File: src/rtl/sram_access_sequencer.sv
`timescale 1ns/1ps
// Sequences asynchronous 16-bit SRAM cycles for the AHB-Lite SRAM bridge.
// A 32-bit access is split into two half-word beats. Every output is registered:
// the next-state logic also produces next-cycle output values.
module sram_access_sequencer #(
    parameter int unsigned RD_WAIT = 2,
    parameter int unsigned WR_WAIT = 2,
    parameter int unsigned TURN    = 1
) (
    input  logic        HCLK,
    input  logic        HRESETN,
    input  logic        start,
    input  logic        wr,
    input  logic [19:0] addr,
    input  logic [2:0]  size,
    input  logic [31:0] wdata,
    output logic        done,
    output logic [31:0] rdata,
    output logic        busy,
    output logic [18:0] mem_addr,
    output logic [15:0] mem_dq_o,
    output logic        mem_dq_oe,
    input  logic [15:0] mem_dq_i,
    output logic        mem_ce_n,
    output logic        mem_oe_n,
    output logic        mem_we_n,
    output logic        mem_lb_n,
    output logic        mem_ub_n
);

    localparam int unsigned CW = 4;
    localparam logic [CW-1:0] RD_LOAD   = CW'(RD_WAIT - 1);
    localparam logic [CW-1:0] WR_LOAD   = CW'(WR_WAIT - 1);
    localparam logic [CW-1:0] TURN_LOAD = (TURN > 0) ? CW'(TURN - 1) : '0;

    typedef enum logic [2:0] {IDLE, SETUP, ACCESS, HOLD, TURNA, DONE} state_t;

    state_t          state_q, state_d;
    logic [CW-1:0]   cnt_q, cnt_d;
    logic            beat_q, beat_d;
    logic            latch_en;

    logic            wr_q;
    logic [19:0]     addr_q;
    logic [2:0]      size_q;
    logic [31:0]     wdata_q;

    logic            src_wr;
    logic [19:0]     src_addr;
    logic [2:0]      src_size;
    logic [31:0]     src_wdata;
    logic            is_word;
    logic            is_half;
    logic            lb_sel_n;
    logic            ub_sel_n;
    logic [7:0]      byte_sel;

    logic [18:0]     beat_addr;
    logic [15:0]     beat_data;

    logic            done_d, busy_d, dq_oe_d;
    logic            ce_n_d, oe_n_d, we_n_d, lb_n_d, ub_n_d;
    logic [31:0]     rdata_d;
    logic [18:0]     mem_addr_d;
    logic [15:0]     mem_dq_o_d;

    // Request fields: live inputs while accepting, latched copy afterwards
    assign src_wr    = (state_q == IDLE) ? wr    : wr_q;
    assign src_addr  = (state_q == IDLE) ? addr  : addr_q;
    assign src_size  = (state_q == IDLE) ? size  : size_q;
    assign src_wdata = (state_q == IDLE) ? wdata : wdata_q;
    assign is_word   = (src_size >= 3'd2);
    assign is_half   = (src_size == 3'd1);
    assign lb_sel_n  = !is_word && !is_half && src_addr[0];
    assign ub_sel_n  = !is_word && !is_half && !src_addr[0];
    assign byte_sel  = src_wdata[{src_addr[1:0], 3'b000} +: 8];

    // Next state, counters, read capture and next-cycle output values
    always_comb begin
        state_d    = state_q;
        cnt_d      = cnt_q;
        beat_d     = beat_q;
        latch_en   = 1'b0;
        rdata_d    = rdata;
        mem_addr_d = mem_addr;
        mem_dq_o_d = mem_dq_o;
        done_d     = 1'b0;
        dq_oe_d    = 1'b0;
        ce_n_d     = 1'b1;
        oe_n_d     = 1'b1;
        we_n_d     = 1'b1;
        lb_n_d     = 1'b1;
        ub_n_d     = 1'b1;
        beat_addr  = '0;
        beat_data  = '0;

        case (state_q)
            IDLE: begin
                if (start) begin
                    latch_en = 1'b1;
                    beat_d   = 1'b0;
                    state_d  = SETUP;
                end
            end
            SETUP: begin
                state_d = ACCESS;
                cnt_d   = wr_q ? WR_LOAD : RD_LOAD;
            end
            ACCESS: begin
                if (cnt_q == '0) begin
                    state_d = HOLD;
                    if (!wr_q) begin
                        if (is_word) begin
                            if (beat_q) rdata_d[31:16] = mem_dq_i;
                            else        rdata_d[15:0]  = mem_dq_i;
                        end else begin
                            rdata_d = {mem_dq_i, mem_dq_i};
                        end
                    end
                end else begin
                    cnt_d = cnt_q - CW'(1);
                end
            end
            HOLD: begin
                if (is_word && !beat_q) begin
                    beat_d  = 1'b1;
                    state_d = SETUP;
                end else if (TURN > 0) begin
                    cnt_d   = TURN_LOAD;
                    state_d = TURNA;
                end else begin
                    state_d = DONE;
                end
            end
            TURNA: begin
                if (cnt_q == '0) state_d = DONE;
                else             cnt_d   = cnt_q - CW'(1);
            end
            DONE:    state_d = IDLE;
            default: state_d = IDLE;
        endcase

        if (is_word) begin
            beat_addr = {src_addr[19:2], beat_d};
            beat_data = beat_d ? src_wdata[31:16] : src_wdata[15:0];
        end else if (is_half) begin
            beat_addr = src_addr[19:1];
            beat_data = src_addr[1] ? src_wdata[31:16] : src_wdata[15:0];
        end else begin
            beat_addr = src_addr[19:1];
            beat_data = {byte_sel, byte_sel};
        end

        case (state_d)
            SETUP: begin
                ce_n_d     = 1'b0;
                lb_n_d     = lb_sel_n;
                ub_n_d     = ub_sel_n;
                dq_oe_d    = src_wr;
                mem_addr_d = beat_addr;
                if (src_wr) mem_dq_o_d = beat_data;
            end
            ACCESS: begin
                ce_n_d  = 1'b0;
                lb_n_d  = lb_sel_n;
                ub_n_d  = ub_sel_n;
                dq_oe_d = src_wr;
                oe_n_d  = src_wr;
                we_n_d  = !src_wr;
            end
            HOLD: begin
                ce_n_d  = 1'b0;
                lb_n_d  = lb_sel_n;
                ub_n_d  = ub_sel_n;
                dq_oe_d = src_wr;
            end
            DONE:    done_d = 1'b1;
            default: ;
        endcase

        busy_d = (state_d != IDLE);
    end

    // State, counters and registered outputs
    always_ff @(posedge HCLK or negedge HRESETN) begin
        if (!HRESETN) begin
            state_q   <= IDLE;
            cnt_q     <= '0;
            beat_q    <= 1'b0;
            done      <= 1'b0;
            busy      <= 1'b0;
            rdata     <= '0;
            mem_addr  <= '0;
            mem_dq_o  <= '0;
            mem_dq_oe <= 1'b0;
            mem_ce_n  <= 1'b1;
            mem_oe_n  <= 1'b1;
            mem_we_n  <= 1'b1;
            mem_lb_n  <= 1'b1;
            mem_ub_n  <= 1'b1;
        end else begin
            state_q   <= state_d;
            cnt_q     <= cnt_d;
            beat_q    <= beat_d;
            done      <= done_d;
            busy      <= busy_d;
            rdata     <= rdata_d;
            mem_addr  <= mem_addr_d;
            mem_dq_o  <= mem_dq_o_d;
            mem_dq_oe <= dq_oe_d;
            mem_ce_n  <= ce_n_d;
            mem_oe_n  <= oe_n_d;
            mem_we_n  <= we_n_d;
            mem_lb_n  <= lb_n_d;
            mem_ub_n  <= ub_n_d;
        end
    end

    // Request capture on acceptance
    always_ff @(posedge HCLK or negedge HRESETN) begin
        if (!HRESETN) begin
            wr_q    <= 1'b0;
            addr_q  <= '0;
            size_q  <= '0;
            wdata_q <= '0;
        end else if (latch_en) begin
            wr_q    <= wr;
            addr_q  <= addr;
            size_q  <= size;
            wdata_q <= wdata;
        end
    end

endmodule

File: config.mk
export PLATFORM = sky130hd
export DESIGN_NAME = sram_access_sequencer
export DESIGN_NICKNAME = d
export VERILOG_FILES = /design/src/rtl/sram_access_sequencer.sv
export SDC_FILE = /design/constraint.sdc
export NUM_CORES = 1
export LEC_CHECK = 0
export ABC_AREA = 0
export BUFFER_PORTS_ARGS = -buffer_cell sky130_fd_sc_hd__clkbuf_2
export CAP_MARGIN = 20
export CORE_AREA = 2 2 122 124
export DETAILED_ROUTE_END_ITERATION = 16
export DIE_AREA = 0 0 124 126
export PLACE_DENSITY = 0.71
export SYNTH_ARGS = -nofsm -noshare
export SYNTH_HDL_FRONTEND = slang
export SYNTH_SLANG_ARGS = --single-unit
File: constraint.sdc
create_clock -name HCLK -period 7.64 [get_ports HCLK]
set_clock_uncertainty 0.15 [all_clocks]
set_input_delay 2.292 -clock HCLK [delete_from_list [all_inputs] [get_ports HCLK]]
set_output_delay 2.292 -clock HCLK [all_outputs]
set_load 0.02 [all_outputs]
==> impl_metrics.py <==
metrics = {
    "clocking": {
        "cts_tree": "built",
        "clkSinkCount": 139,
        "numCtsBuffers": 17,
        "cts_hold_buffers": 0,
        "cts_setup_buffers": 0,
        "cts_resized": 0,
        "clkLatencyLatePin_ns": 0.42,
        "cts-root-buf": "clkbuf_16",
        "path_clk_slew_ns": 0.06,
        "cts_htree_levels": 4,
        "clock_path_buffers": 2,
    },
    "placed_design": {
        "placed_cell_area_mm2": 0.00785,
        "globalplace.congestion": 0.856,
        "place_hpwl_mm": 11.4,
        "dp.cells": 1029,
        "port_buffers": 149,
    },
    "die": {
        "start_util_pct": 49.3,
        "die_x_um": 124,
        "die_area_mm2": 0.0156,
        "coreArea_mm2": 0.0143,
        "die_h_um": 126,
        "rows": 44,
        "ioPinCount": 150,
    },
    "setup_path": {
        "cp.arrival_ns": 4.58,
        "reg2reg_depth": 4,
        "path_cells": "clkbuf_2 > or4b_1 > buf_4 > o21ai_2 > buf_4 > nand2b_1 > a221oi_1 > a21oi_1",
        "slowest_delay_ns": 0.44,
        "timing.rr.start": "state_q[2]$_DFF_PN0_",
        "crit_path_top_delay_cell": "a221oi_1",
        "criticalPathCategory": "primary input to flip-flop",
        "cp_max_fo": 40,
        "cpMostUsedCell": "buf_4",
        "worstSetupStartpointType": "primary input",
        "crit_required_ns": 7.77,
        "cp-end-kind": "flip-flop",
        "reg2reg_to": "rdata[3]$_DFFE_PN0P_",
        "r2r_slack_ns": 3.98,
    },
    "cells_and_area": {
        "area_growth_pct": 20.6,
        "multi_input_area_mm2": 0.00331,
        "antenna_cells": 0,
        "seq_area_mm2": 0.00348,
        "nets": 942,
        "utilization_pct": 59.4,
        "final_layout_size_suffix_gt1_share_pct": 30.0,
        "nFillCells": 1288,
        "final_cells": 1062,
        "finish.instance_area_mm2": 0.00850,
    },
    "sta": {
        "period_share_pct": 58.2,
        "hold_violations": 0,
        "setup-violations-final": 0,
        "finalCriticalPeriod_ns": 4.45,
        "rsz0062_at_grt": "no",
        "final.setup.tns_ns": 0,
        "finalMaxSlewViolations": 0,
        "clock.fmax_mhz": 225,
        "relSlewSlack_pct": 23.4,
        "worstMarginPinSlew_ns": 1.15,
    },
    "yosys": {
        "synth-warning-count": 0,
        "synth_area_mm2": 0.00705,
        "synth-main-ff-cell": "dfrtp_1",
        "async_reset_ff_share_pct": 100,
        "synth_edf_count": 0,
        "syn_nets": 817,
        "synth_cells": 741,
        "synth_area_per_cell_um2": 9.52,
        "synth-seq-cells": 139,
        "ys_seq_area_share_pct": 49.4,
        "yosysUniqueCellTypes": 54,
    },
    "grt": {
        "grt_pass1_wl_mm": 27.7,
        "grt_usage_pct": 22.7,
        "grt_max_degree": 90,
        "grt_overflow": 0,
        "grt_pass1_vias": 5432,
        "antenna_found_initial": 0,
    },
    "route": {
        "drt_wl_total_mm": 17.5,
        "drt_iter0_markers": 529,
        "drc": 0,
        "avgRoutedWirePerCell_um": 16.5,
        "num_vias": 5841,
        "avgViaCountPerCell": 5.50,
        "first_pass_iters": 5,
        "ant_nets": 0,
    },
    "power": {
        "finalPower_mw": 4.34,
        "peakVddDrop_mv": 0.249,
        "cellLeakagePower_nw": 4.09,
        "power_density_mw_per_mm2": 511,
    },
    "min_path": {
        "hp-class": "flip-flop to flip-flop",
        "holdCritStartpoint": "wdata_q[13]$_DFFE_PN0P_",
        "hold_path_end": "wdata_q[13]$_DFFE_PN0P_",
        "hold_depth": 2,
    },
    "flow_run": {
        "maxCapViolCount": 0,
    },
    "status": {
        "outcome": "completed",
    },
}
## per-layer routing
metal,global-route usage [%],routed length (um),vias to the layer above
met5,0,0,-
met4,6.41,223,0
met3,5.53,975,23
met2,37.0,8530,185
met1,30.3,7800,2813
li1,-,-,2820
## cells in the mapped netlist (2+ instances only)
master	instances	area (um^2)
o22ai_1	2	12.5
nand3b_1	3	22.5
or2_2	2	12.5
a211oi_1	16	120
a32o_1	2	20.0
or3_1	2	12.5
nand2_1	215	807
a21boi_0	2	15.0
o311a_1	2	20.0
o31ai_1	2	15.0
nand3_1	29	145
a221o_1	3	30.0
buf_2	13	65.1
nor3_1	4	20.0
buf_6	3	33.8
inv_1	5	18.8
dfrtp_1	134	3350
a21oi_1	31	155
buf_1	5	18.8
o21ai_0	8	40.0
a31oi_1	22	138
a32oi_1	12	105
nand2b_1	9	56.3
a221oi_1	6	52.6
and3_1	2	12.5
dfstp_2	5	131
mux2_4	11	165
nor2b_1	13	81.3
nor2_1	48	180
mux2_2	48	541
clkbuf_1	29	109
mux2i_1	31	310
## flip-flops by register name, indices dropped and copies added (netlist names)
| name | count |
|---|---|
| done | 1 |
| addr_q | 20 |
| mem_lb_n | 1 |
| mem_we_n | 1 |
| mem_oe_n | 1 |
| wdata_q | 32 |
| mem_ce_n | 1 |
| mem_dq_o | 16 |
| mem_ub_n | 1 |
| state_q | 3 |
| mem_addr | 19 |
| beat_q | 1 |
| rdata | 32 |
| mem_dq_oe | 1 |
| cnt_q | 4 |
| busy | 1 |
| wr_q | 1 |
| size_q | 3 |
## report_power, final
part	internal, mW	switching [mW]
combinational	0.815	1.28
clock	0.559	0.314
sequential	1.10	0.265
total	2.48	1.86
## layout make-up
cell class,count,area share [%]
clock buffers,19,5.33
clock inverters,12,2.02
inverters,5,0.221
multi-input cells,546,39.0
flip-flops and latches,139,41.0
well taps,184,2.71
repair buffers,157,9.78
## worst max path at each step
| stage | startpoint | endpoint | slack [ns] |
|---|---|---|---|
| after floorplan | addr[1] | mem_dq_o[12]$_DFFE_PN0P_ | 3.67 |
| after global placement | start | mem_dq_o[1]$_DFFE_PN0P_ | 2.69 |
| after detailed placement | start | mem_dq_o[9]$_DFFE_PN0P_ | 2.61 |
| after CTS | start | mem_dq_o[9]$_DFFE_PN0P_ | 3.05 |
| after global routing | start | mem_dq_o[2]$_DFFE_PN0P_ | 3.02 |
| final | start | mem_dq_o[6]$_DFFE_PN0P_ | 3.19 |
## layout by cell type, fill, tap and decap left out, drive strengths merged, types with 2 or more instances in the layout
cell,instances
bufinv,4
o21ai,10
nand2b,9
nand3b,3
nor2,48
buf,9
clkbuf,167
or3,2
o311a,2
a21boi,2
a32oi,12
dfstp,5
o31ai,2
a31oi,22
nor2b,13
a21oi,31
inv,5
clkinv,5
o22ai,2
and3,2
a211oi,17
or2,2
dfrtp,134
nor4b,2
nand2,215
a221oi,6
mux2,59
nor3,5
nand3,29
a221o,3
mux2i,31
clkinvlp,3
a32o,2
## worst max-delay path: cells and delay by family
family	cells	cell delay [ns]
AND/OR/NAND/NOR	2	0.85
buffers and inverters	3	0.77
AO/OA/AOI/OAI	3	0.66
## per-stage QoR
step | hold WS [ns] | setup slack [ns]
after detailed placement | 0.330 | 2.61
after global placement | 0.326 | 2.69
after floorplan | 0.276 | 3.67
after CTS | 0.347 | 3.05
final | 0.342 | 3.19
after global routing | 0.364 | 3.02
## kinds of logic after synthesis
| kind of cell | synth area share [%] |
|---|---|
| buffers and inverters | 3.76 |
| AOI/OAI and AO/OA | 12.0 |
| and+or+nand+nor | 20.1 |
| muxes | 14.4 |
| xor gates and xnor gates | 0.124 |
| adders and majority gates | 0.177 |
| DFF | 49.4 |
No activity file was read; power rests on OpenSTA's default activity.
